<file path="src/rtl/pipe_ctrl_pkg.sv">
// Shared definitions for the pipeline hazard controller: the FSM state encoding,
// the default register-index width and the NOP encoding used when IF/ID is flushed.
package pipe_ctrl_pkg;

    localparam int REG_AW_DEF = 5;

    // All-zero word decodes as sll $0,$0,0, the canonical NOP of the pipe CPU
    localparam logic [31:0] NOP_INSTR = 32'h0000_0000;

    typedef enum logic [1:0] {
        ST_RUN      = 2'd0,
        ST_LU_STALL = 2'd1,
        ST_BR_FLUSH = 2'd2,
        ST_MEM_WAIT = 2'd3
    } hz_state_e;

endpackage

</file>
<file path="src/rtl/load_use_detect.sv">
// Load-use comparator: flags when the load in EX writes a register that the
// instruction in ID reads. Register 0 is hard-wired, so it never creates a hazard.
module load_use_detect
    import pipe_ctrl_pkg::*;
#(
    parameter int REG_AW = REG_AW_DEF
) (
    input  logic              ex_mem_read,
    input  logic [REG_AW-1:0] ex_rt,
    input  logic [REG_AW-1:0] id_rs,
    input  logic [REG_AW-1:0] id_rt,
    output logic              lu_hit
);

    // Pure comparator, shared with the forwarding unit
    always_comb begin
        lu_hit = ex_mem_read && (ex_rt != '0) && ((ex_rt == id_rs) || (ex_rt == id_rt));
    end

endmodule

</file>
<file path="src/rtl/pipe_hazard_ctrl.sv">
// Hazard controller for the 5-stage pipe CPU. A small FSM sequences load-use stalls,
// taken-branch flushes and data-memory wait freezes. All control outputs are decoded
// combinationally from the state and the current inputs so they act in the same cycle.
// Two saturating counters record stalled cycles and IF/ID flush cycles.
module pipe_hazard_ctrl
    import pipe_ctrl_pkg::*;
#(
    parameter int REG_AW       = REG_AW_DEF,
    parameter int FLUSH_CYCLES = 1,
    parameter int CNT_W        = 16
) (
    input  logic              clk_i,
    input  logic              rst_i,
    input  logic [REG_AW-1:0] IFID_rs_i,
    input  logic [REG_AW-1:0] IFID_rt_i,
    input  logic              IDEX_MemRead_i,
    input  logic [REG_AW-1:0] IDEX_rt_i,
    input  logic              EX_br_taken_i,
    input  logic              dmem_req_i,
    input  logic              dmem_ready_i,
    input  logic              perf_clr_i,
    output logic              PC_Write_o,
    output logic              pc_src_o,
    output logic              IFID_Write_o,
    output logic              IFID_Flush_o,
    output logic              IDEX_Flush_o,
    output logic              stage_en_o,
    output logic [CNT_W-1:0]  stall_cnt_o,
    output logic [CNT_W-1:0]  flush_cnt_o
);

    // The flush counter only ever holds FLUSH_CYCLES-1 or less
    localparam int              FC_W    = (FLUSH_CYCLES > 1) ? $clog2(FLUSH_CYCLES) : 1;
    localparam logic [FC_W-1:0] FC_LOAD = FC_W'(FLUSH_CYCLES - 1);
    localparam logic [FC_W-1:0] FC_ONE  = FC_W'(1);

    hz_state_e       state_reg, state_next;
    logic [FC_W-1:0] fcnt_reg, fcnt_next;
    logic            ret_reg, ret_next;

    logic lu_hit;
    logic mem_wait;
    logic flush_phase;
    logic lu_allowed;

    load_use_detect #(
        .REG_AW (REG_AW)
    ) u_lu (
        .ex_mem_read (IDEX_MemRead_i),
        .ex_rt       (IDEX_rt_i),
        .id_rs       (IFID_rs_i),
        .id_rt       (IFID_rt_i),
        .lu_hit      (lu_hit)
    );

    // Qualifiers shared by the decode below
    always_comb begin
        mem_wait    = dmem_req_i && !dmem_ready_i;
        // A frozen BR_FLUSH resumes its flush on the ready cycle
        flush_phase = (state_reg == ST_BR_FLUSH) || ((state_reg == ST_MEM_WAIT) && ret_reg);
        // The cycle right after a load-use stall must not stall again on the same pair
        lu_allowed  = (state_reg != ST_LU_STALL);
    end

    // State register, flush counter and return flag
    always_ff @(posedge clk_i) begin
        if (!rst_i) begin
            state_reg <= ST_RUN;
            fcnt_reg  <= '0;
            ret_reg   <= 1'b0;
        end else begin
            state_reg <= state_next;
            fcnt_reg  <= fcnt_next;
            ret_reg   <= ret_next;
        end
    end

    // Next-state and Mealy output decode; priority mem_wait > flush phase > branch > load-use
    always_comb begin
        PC_Write_o   = 1'b1;
        pc_src_o     = 1'b0;
        IFID_Write_o = 1'b1;
        IFID_Flush_o = 1'b0;
        IDEX_Flush_o = 1'b0;
        stage_en_o   = 1'b1;
        state_next   = ST_RUN;
        fcnt_next    = fcnt_reg;
        ret_next     = 1'b0;

        if (mem_wait) begin
            // Freeze everything; a BR_FLUSH cycle still presents its flush request
            PC_Write_o   = 1'b0;
            IFID_Write_o = 1'b0;
            stage_en_o   = 1'b0;
            IFID_Flush_o = (state_reg == ST_BR_FLUSH);
            state_next   = ST_MEM_WAIT;
            if (state_reg == ST_BR_FLUSH) begin
                ret_next = 1'b1;
            end else if (state_reg == ST_MEM_WAIT) begin
                ret_next = ret_reg;
            end
        end else if (flush_phase) begin
            // Wrong-path cycles: branch and load-use in ID/EX are ignored
            IFID_Flush_o = 1'b1;
            if (fcnt_reg <= FC_ONE) begin
                fcnt_next  = '0;
                state_next = ST_RUN;
            end else begin
                fcnt_next  = fcnt_reg - FC_ONE;
                state_next = ST_BR_FLUSH;
            end
        end else if (EX_br_taken_i) begin
            pc_src_o     = 1'b1;
            IFID_Flush_o = 1'b1;
            IDEX_Flush_o = 1'b1;
            if (FLUSH_CYCLES > 1) begin
                fcnt_next  = FC_LOAD;
                state_next = ST_BR_FLUSH;
            end
        end else if (lu_hit && lu_allowed) begin
            PC_Write_o   = 1'b0;
            IFID_Write_o = 1'b0;
            IDEX_Flush_o = 1'b1;
            state_next   = ST_LU_STALL;
        end
    end

    // Saturating performance counters: index 0 counts stalls, index 1 counts IF/ID flushes
    logic [1:0]       perf_inc;
    logic [CNT_W-1:0] perf_cnt [2];

    assign perf_inc = {IFID_Flush_o, !PC_Write_o};

    for (genvar gi = 0; gi < 2; gi++) begin : g_perf
        logic [CNT_W-1:0] cnt_reg;

        // Clear wins over increment; hold at all-ones instead of wrapping
        always_ff @(posedge clk_i) begin
            if (!rst_i || perf_clr_i) begin
                cnt_reg <= '0;
            end else if (perf_inc[gi] && (cnt_reg != '1)) begin
                cnt_reg <= cnt_reg + CNT_W'(1);
            end
        end

        assign perf_cnt[gi] = cnt_reg;
    end

    assign stall_cnt_o = perf_cnt[0];
    assign flush_cnt_o = perf_cnt[1];

endmodule

</file>
<file path="config.mk">
export PLATFORM = sky130hd
export DESIGN_NAME = pipe_hazard_ctrl
export DESIGN_NICKNAME = d
export VERILOG_FILES = /design/src/rtl/pipe_ctrl_pkg.sv /design/src/rtl/load_use_detect.sv /design/src/rtl/pipe_hazard_ctrl.sv
export SDC_FILE = /design/constraint.sdc
export NUM_CORES = 1
export LEC_CHECK = 0
export ABC_CLOCK_PERIOD_IN_PS = 9250
export CORE_UTILIZATION = 50
export DETAILED_ROUTE_END_ITERATION = 8
export GPL_TIMING_DRIVEN = 0
export PLACE_DENSITY_LB_ADDON = 0.12
export SYNTH_ARGS = -nofsm -noshare
export SYNTH_HDL_FRONTEND = slang
export SYNTH_SLANG_ARGS = --single-unit
</file>
<file path="constraint.sdc">
create_clock -name clk_i -period 9.25 [get_ports clk_i]
set_clock_uncertainty 0.15 [all_clocks]
set_input_delay 2.775 -clock clk_i [delete_from_list [all_inputs] [get_ports clk_i]]
set_output_delay 2.775 -clock clk_i [all_outputs]
set_load 0.1 [all_outputs]
</file>
Word level (Yosys, flattened, before mapping). Cells that the tools add are included.

Flip-flop bits (word level): 36. Latch bits: 0. RAM bits: 0. Bits in read-only memories: 0. Input port bits: 22. Logic and storage cells: 56. Memories kept: 0.

$add $sub $neg: 3. Multipliers: 0. Divide/modulo/power cells: 0. Order comparisons: 1. Eq/ne operators: 8. Shift operators: 0. Multiplexer cells: 22. Bitwise logic cells: 1. Reduce and logical (&&, ||, !) cells: 16.

Operators with widths (number): adder 16 x 1 -> 16 bit, second input constant (2); inequality test 16 bit, second input constant (2); two-way mux 1 bit (19); equality test 5 bit (2); logical AND 1 bit (7); two-way mux 2 bit (3); nonzero test 5 bit (1); equality test 2 bit, second input constant (2); AND reduction 2 bit (2); zero test 1 bit (3); logical OR 1 bit (3); inequality test 2 x 1 -> 1 bit, second input constant (1); inequality test 2 bit, second input constant (1); less-or-equal comparator 1 bit, second input constant (1); inverter 1 bit (1); subtractor 1 bit, second input constant (1).

Depth between registers and ports, before layout. Gate-level depths: netlist (run 1).

Word-level depth: 10. Gate-level depth with buffers: 9. Gate-level depth less buffers: 7.

Cells and area by module. From an unflattened synthesis (run 1), not the netlist that was laid out.

Cells, all modules: 245. Area, all modules: 2034.5 um^2.

By module, submodules not included: pipe_hazard_ctrl (times used 1, cells an instance 228, area an instance 1909.3 um^2, sequential area each 700.7 um^2); load_use_detect (times used 1, cells an instance 17, area an instance 125.1 um^2, sequential area each 0.0 um^2).

Worst setup path before layout (run 1). OpenSTA, ideal clock, no wires.

Path type: in2out. Start: in dmem_req_i. End: out PC_Write_o. Data arrival time: 4.698 ns. Required time: 6.325 ns. Setup slack: 1.627 ns. Stages: 7. Buffers on the path: 3. Cell sequence: nor2b_1 -> inv_1 -> o31ai_4 -> inv_2 -> buf_6 -> buf_4 -> buf_4.

Longest elaborated chain between the ends: 2.

RTL lines: start, declared (line pipe_hazard_ctrl.sv:19) `input logic dmem_req_i,`; logical AND 1 bit (line pipe_hazard_ctrl.sv:58) `mem_wait = dmem_req_i && !dmem_ready_i;`; two-way mux 1 bit; end, declared (line pipe_hazard_ctrl.sv:22) `output logic PC_Write_o,`.

Every way passes these cells.

Final worst setup path (run 1).
Start: in IDEX_rt_i[0]. End: out PC_Write_o.

Longest elaborated chain between the ends: 8. Elaborated cells between the ends (all ways): 11. Those cells by class: 2 x eq/ne; 4 x mux; 5 x reduce/logical.

RTL lines: start, declared (line pipe_hazard_ctrl.sv:17) `input logic [REG_AW-1:0] IDEX_rt_i,`; equality test 5 bit or nonzero test 5 bit (tied branches) (line load_use_detect.sv:17) `lu_hit = ex_mem_read && (ex_rt != '0) && ((ex_rt == id_rs) || (ex_rt == id_rt));`; logical OR 1 bit or logical AND 1 bit (tied branches) (line load_use_detect.sv:17); logical AND 1 bit (*) (line load_use_detect.sv:17); logical AND 1 bit (*) (line pipe_hazard_ctrl.sv:120) `end else if (lu_hit && lu_allowed) begin`; two-way mux 1 bit (*) (line pipe_hazard_ctrl.sv:120); two-way mux 1 bit (*) (line pipe_hazard_ctrl.sv:112) `end else if (EX_br_taken_i) begin`; two-way mux 1 bit (*) (line pipe_hazard_ctrl.sv:102) `end else if (flush_phase) begin`; two-way mux 1 bit (*) (line pipe_hazard_ctrl.sv:90) `if (mem_wait) begin`.

Mark *: on every way between the ends. The rest lies on a longest branch, timed or not.

==> reports/results.md, run 1 <==
- 63.45 um — die boundary width
- 5.92 ns — critical path arrival
- stall_cnt_o[10] — worst min-delay path startpoint
- 0 — total gr overflow
- 0.001888 mm^2 — Synth Cell Area
- 182 — DRT iter0 DRCs
- built — CTS tree
- 3220 um — Detail Placement HPWL
- 1764 — vias in the first global route
- 4413 um — aggregate routed wire length
- 0.003468 mm^2 — core outline area
- 113.0 MHz — FMAX
- 0.3415 ns — smallest hold slack
- 6.33 ns — required time reported for the critical path endpoint
- 6 — worst path buffer plus inverter count
- 7714 um — wire length of the first global-routing pass
- clkdlybuf4s50_1 > or4_1 > o221ai_1 > o31ai_4 > inv_2 > buf_6 > buf_4 > buf_4 > clkdlybuf4s50_1 — cell chain of the critical path
- 0 — number of antenna violations at the first check in global routing
- 0.2405 — Total GRT Usage
- 0 — number of warnings reported in the yosys synthesis log
- 0.141 — logic gate share of total power
- 1866 — number of vias in the routed layout
- 0 — postcts setup bufs
- 5.554 — average via count per standard cell
- 5 — Inserted Clock Buffers
- 0.3403 — max_slew headroom
- 0 — residual antenna-violating net count after detailed routing
- sky130_fd_sc_hd__clkdlybuf4s50_1 — Max stage delay cell, worst path
- 4 — drt pass-1 iters
- output port — CP Capture Type
- 0 — total of max-cap violations
- 8.848 ns — minimum clock period
- 0.3711 — share of synthesized area occupied by flip-flops and latches
- 0.0002781 W — Pint
- 13 — maximum number of pins on one net before global-route repair
- 223 — number of standard cells after synthesis
- 0.002673 mm^2 — final design area excluding fillers
- 59 — Port-buffer cells
- 11 — critical path peak fanout
- 60 — num ports
- 0 — Hold Fails Final Rpt
- 8.467 um^2 — Post-Syn Area per Cell
- completed — result of the run
- 0.5444 — Initial Utilization
- flip-flop to flip-flop — Hold Path Class
- 1.11 ns — delay of the slowest critical-path stage
- 2 — H-tree levels
- 0 — number of remaining DRC errors
- sky130_fd_sc_hd__clkbuf_8 — root buffer selected by CTS
- 0.445 — clock power share
- 41.55% — post-synthesis to final-layout area growth
- 0.1005 mV — maximum resistive drop on vdd
- 0.7706 — final core utilization
- 0.29 ns — Clock Latency Late Sink
- false — RSZ-0062 raised after global routing
- 0.9565 — share of the clock period used by the worst path after layout
- 21 — standard-cell row count
- flush_cnt_o[3] — Reg2Reg Launch Point
- 137.9 mW/mm^2 — power density normalized to cell area
- 0.8498 nW — total leakage power
- primary input to output port — Worst Path Class, Setup
- 0.002536 mm^2 — total placed instance area
- 313 — Final nets
- 63.45 um — overall die height
- 35 — total of flip-flops plus latches after synthesis
- IDEX_rt_i[0] — startpoint of the worst setup timing path
- 0.9865 ns — pin slew with the least headroom to its limit
- 0 — number of gates resized after CTS
- 0.414 — sequential group share of total power
- 0.06897 — share of final-layout standard cells stronger than drive strength 1
- 0 — total of endpoints with negative setup slack in the final report
- 0 — Post-CTS Hold Buffers
- 13.13 um — average wire per standard cell
- 2 — Max Buffers Root-to-Sink
- primary input — crit start category
- 0 ns — setup_tns
- 0.07 ns — clock input transition at the sequential cells of the worst setup and hold paths
- 0 — number of pins exceeding their max-slew limit in the final report
- 0.004026 mm^2 — die outline area
- 0.8797 — gp weighted congestion
- 0.00009051 W — net switching component of the power
- 247 — Synth Net Count
- 42 — count of distinct cell types in the synthesized netlist
- 0 — final antenna diode count
- 0.2456 — proportion of total power due to net switching
- 35 — Clock Sink Count
- buffers and inverters — Top Family by Delay on Critical Path
-- final timing paths --
check                     to  cells past startpoint  slack (ns)
min reg2reg  stall_cnt_o[10]                      2        0.34
min          stall_cnt_o[10]                      2        0.34
max               PC_Write_o                      9        0.40
max reg2reg   flush_cnt_o[2]                      6        6.76
-- power groups by stage --
stage / sequential, W / combinational [W] / clock (W)
3_5_place_dp: 0.000156 / 0.0000520 / 0
6_report: 0.000153 / 0.0000521 / 0.000164
3_3_place_gp: 0.000156 / 0.0000515 / 0
2_1_floorplan: 0.000160 / 0.0000298 / 0
4_1_cts: 0.000153 / 0.0000523 / 0.000166
5_1_grt: 0.000153 / 0.0000551 / 0.000174
-- area by class of cell --
class | count | area, um^2
clock buffer | 5 | 68.82
sequential | 35 | 700.7
buffer | 9 | 50.05
clock inverter | 3 | 67.56
fill | 263 | 795.8
timing repair buffer | 59 | 590.6
tap | 46 | 57.56
multi-input combinational | 174 | 1119
inverter | 5 | 18.77
-- cells in the mapped netlist (all sizes together) --
cell type	instances	area [um^2]
dfxtp	35	700.7
nor2	21	78.83
nand2	17	63.81
xor2	16	140.1
nand3	14	70.07
a21oi	13	65.06
o31ai	9	81.33
or4	8	60.06
mux2i	7	70.07
nand4	7	43.79
nor3	7	45.04
nand2b	6	37.54
nor4	6	37.54
o21ai	6	30.02
xnor2	6	52.55
buf	5	35.02
inv	5	18.76
clkbuf	4	15.01
or3	4	25.02
and3	3	18.77
and4	3	26.28
nor2b	3	18.77
or2	3	18.77
and2	2	12.51
ha	2	25.02
nor3b	2	15.01
a22oi	1	12.51
nand3b	1	7.510
nor4b	1	8.760
o2111a	1	11.26
o211a	1	10.01
o21bai	1	7.510
o221ai	1	8.760
o2bb2ai	1	8.760
or2b	1	7.510
-- through the flow --
step / total power (W) / std cells / worst slack (ns)
after floorplan: 0.0001894 / 223 / 1.627
after global placement: 0.0002074 / 328 / 0.4034
after detailed placement: 0.0002079 / 328 / 0.3693
after CTS: 0.0003706 / 336 / 0.3845
after global routing: 0.0003815 / 336 / 0.2917
final: 0.0003686 / 336 / 0.4025
-- logic make-up (layout without fill, tap and decap cells) --
logic type / count (synthesis) / after routing / share of synthesized area
xor gates and xnor gates: 22 / 22 / 0.1021
muxes: 7 / 7 / 0.03711
adders and majority gates: 2 / 2 / 0.01325
buffers and inverters: 14 / 81 / 0.03643
and+or+nand+nor: 109 / 109 / 0.3155
AOI/OAI and AO/OA: 34 / 34 / 0.1246
DFF: 35 / 35 / 0.3711
-- tightest hold or removal path, delay by kind of cell, from the launching register on --
kind	cells	cell delay, ns
DFF	1	0.33
AOI/OAI and AO/OA	2	0.11
-- cell usage in the layout, fill, tap and decap left out, types with 7 or more instances in the layout --
master,n
sky130_fd_sc_hd__o31ai_1,8
sky130_fd_sc_hd__mux2i_1,7
sky130_fd_sc_hd__xor2_1,16
sky130_fd_sc_hd__clkdlybuf4s50_1,59
sky130_fd_sc_hd__nor2_1,21
sky130_fd_sc_hd__nand4_1,7
sky130_fd_sc_hd__nand3_1,14
sky130_fd_sc_hd__dfxtp_1,35
sky130_fd_sc_hd__nand2_1,17
sky130_fd_sc_hd__a21oi_1,13
sky130_fd_sc_hd__or4_1,8
-- per-layer routing --
layer  GRT usage  share of wire  vias up
li1            -              -      941
met1      0.3080           0.48      851
met2      0.3896           0.45       72
met3     0.07428          0.070        2
met4     0.05966         0.0041        0
met5           0              0        -
Power figures use the tool's default switching activity.
==> run 2: changes to the inputs <==
--- a/config.mk
+++ b/config.mk
@@ -6,10 +6,12 @@
 export NUM_CORES = 1
 export LEC_CHECK = 0
 export ABC_CLOCK_PERIOD_IN_PS = 9250
+export CORE_ASPECT_RATIO = 2
 export CORE_UTILIZATION = 50
 export DETAILED_ROUTE_END_ITERATION = 8
 export GPL_TIMING_DRIVEN = 0
 export PLACE_DENSITY_LB_ADDON = 0.12
+export SETUP_SLACK_MARGIN = 0.2
 export SYNTH_ARGS = -nofsm -noshare
 export SYNTH_HDL_FRONTEND = slang
 export SYNTH_SLANG_ARGS = --single-unit
==> run 2 against run 1 <==
Total power shrank 11%. Design area shrank 1.1%. Clock power shrank 24%. Worst hold slack gained 0.016 ns. Flip-flop and latch count is the same. Sequential share of layout area grew 0.29 points. Sequential power is essentially flat. Global-route usage grew 1.9 points. Via count grew 2.1%. Final cell count grew 0.89%. Worst setup slack lost 0.021 ns. Largest cell class unchanged. Highest routed layer unchanged.
==> reports/results.md, run 2 (synthesis gave the netlist of run 1 again) <==
- 3607 um — Detail Placement HPWL
- 2 — Max Buffers Root-to-Sink
- 0.3810 ns — final setup slack of the worst path
- sky130_fd_sc_hd__clkdlybuf4s50_1 — most common cell after layout, fill and taps aside
- 0.3691 ns — setup slack after placement
- 0 — total of max-cap violations
- 4744 um — aggregate routed wire length
- 41 — DRT iter0 DRCs
- 40.03% — post-synthesis to final-layout area growth
- 0 — number of remaining DRC errors
- 45.45 um — die boundary width
- 5.94 ns — critical path arrival
- 88.90 um — overall die height
- 6.33 ns — required time reported for the critical path endpoint
- 0.002644 mm^2 — final design area excluding fillers
- 0 — total of endpoints with negative setup slack in the final report
- built — CTS tree
- 0.002540 mm^2 — total placed instance area
- 313 — Final nets
- 0.003607 mm^2 — core outline area
- 8.869 ns — minimum clock period
- 0 — number of gates resized after CTS
- 0 ns — setup_tns
- 0 — residual antenna-violating net count after detailed routing
- 0.06897 — share of final-layout standard cells stronger than drive strength 1
- 0.07 ns — clock input transition at the sequential cells of the worst setup and hold paths
- 124.7 mW/mm^2 — power density normalized to cell area
- sky130_fd_sc_hd__clkbuf_8 — root buffer selected by CTS
- 12 — maximum number of pins on one net before global-route repair
- 0.9783 ns — pin slew with the least headroom to its limit
- 0.2597 — Total GRT Usage
- 0.004041 mm^2 — die outline area
- 5.619 — average via count per standard cell
- 35 — Clock Sink Count
- completed — result of the run
- 0.3458 — max_slew headroom
- 31 — standard-cell row count
- 0.1123 mV — maximum resistive drop on vdd
- flip-flop to flip-flop — Hold Path Class
- 60 — num ports
- 5 — Inserted Clock Buffers
- 0.8753 — gp weighted congestion
- 0 — number of pins exceeding their max-slew limit in the final report
- 0 — final antenna diode count
- 59 — Port-buffer cells
- 0 — postcts setup bufs
- 0.29 ns — Clock Latency Late Sink
- output port — CP Capture Type
- 2 — depth of the worst hold-timing path
- 0 — total gr overflow
- 0.0003296 W — total power consumption of the routed design
- 0.8359 nW — total leakage power
- 1802 — vias in the first global route
- 112.8 MHz — FMAX
- 9 — number of cell instances on the worst register-to-register path
- 2 — H-tree levels
- 13.99 um — average wire per standard cell
- 0.9588 — share of the clock period used by the worst path after layout
- 0 — number of antenna violations at the first check in global routing
- false — RSZ-0062 raised after global routing
- 0 — Hold Fails Final Rpt
- primary input to output port — Worst Path Class, Setup
- 1905 — number of vias in the routed layout
- sky130_fd_sc_hd__clkdlybuf4s50_1, sky130_fd_sc_hd__dfxtp_1, sky130_fd_sc_hd__nor2_1, sky130_fd_sc_hd__nand2_1, sky130_fd_sc_hd__xor2_1 — commonest non-fill, non-tap cells in the layout
- 7721 um — wire length of the first global-routing pass
- 4 — drt pass-1 iters
- 11 — critical path peak fanout
- primary input — crit start category
- 0.5234 — Initial Utilization
- 0 — Post-CTS Hold Buffers
[run 2: cell types whose count changed in the layout (fill, tap and decap cells not counted)]
cell,previous run,this run
sky130_fd_sc_hd__bufinv_16,2,0
sky130_fd_sc_hd__clkbuf_8,5,7
[run 2: final timing paths]
path	startpoint	to	slack, ns
setup reg to reg	stall_cnt_o[0]	stall_cnt_o[15]	6.73
hold / removal	stall_cnt_o[7]	stall_cnt_o[7]	0.36
setup / recovery	IDEX_rt_i[3]	PC_Write_o	0.38
hold reg to reg	stall_cnt_o[7]	stall_cnt_o[7]	0.36
[run 2: cell type report]
type	count	area, um^2
timing repair buffer	59	590.6
clock inverter	1	7.507
buffer	9	50.05
multi-input combinational	174	1119
fill	294	963.4
inverter	5	18.77
tap	49	61.31
sequential	35	700.7
clock buffer	7	96.34
[run 2: metal layers]
metal | wire, um | GRT usage | up-vias
li1 | - | - | 928
met5 | 0 | 0 | -
met3 | 134 | 0.03636 | 18
met1 | 1701 | 0.2585 | 901
met4 | 175 | 0.1625 | 0
met2 | 2732 | 0.4740 | 58
[run 2: metrics by stage]
step                instances    util  hold WS (ns)
finish                    339  0.7329        0.3572
global route              339  0.7329        0.3799
CTS                       339  0.7329        0.3517
detailed placement        331  0.7041        0.3416
global placement          331  0.7041        0.3238
floorplan                 223       -        0.3764
[run 2: worst max-delay path, stage by stage]
cell and delay, ns:
sky130_fd_sc_hd__clkdlybuf4s50_1 0.48, sky130_fd_sc_hd__or4_1 0.53, sky130_fd_sc_hd__o221ai_1 0.34, sky130_fd_sc_hd__o31ai_4 0.11, sky130_fd_sc_hd__inv_2 0.13, sky130_fd_sc_hd__buf_6 0.16, sky130_fd_sc_hd__buf_4 0.19, sky130_fd_sc_hd__buf_4 0.12
sky130_fd_sc_hd__clkdlybuf4s50_1 1.11
[run 2: power breakdown]
part           internal, W  leakage (nW)  switching [W]
combinational    0.0000191         0.503      0.0000331
clock            0.0000678        0.0505      0.0000573
sequential        0.000152         0.282    0.000000895
total             0.000238         0.836      0.0000913
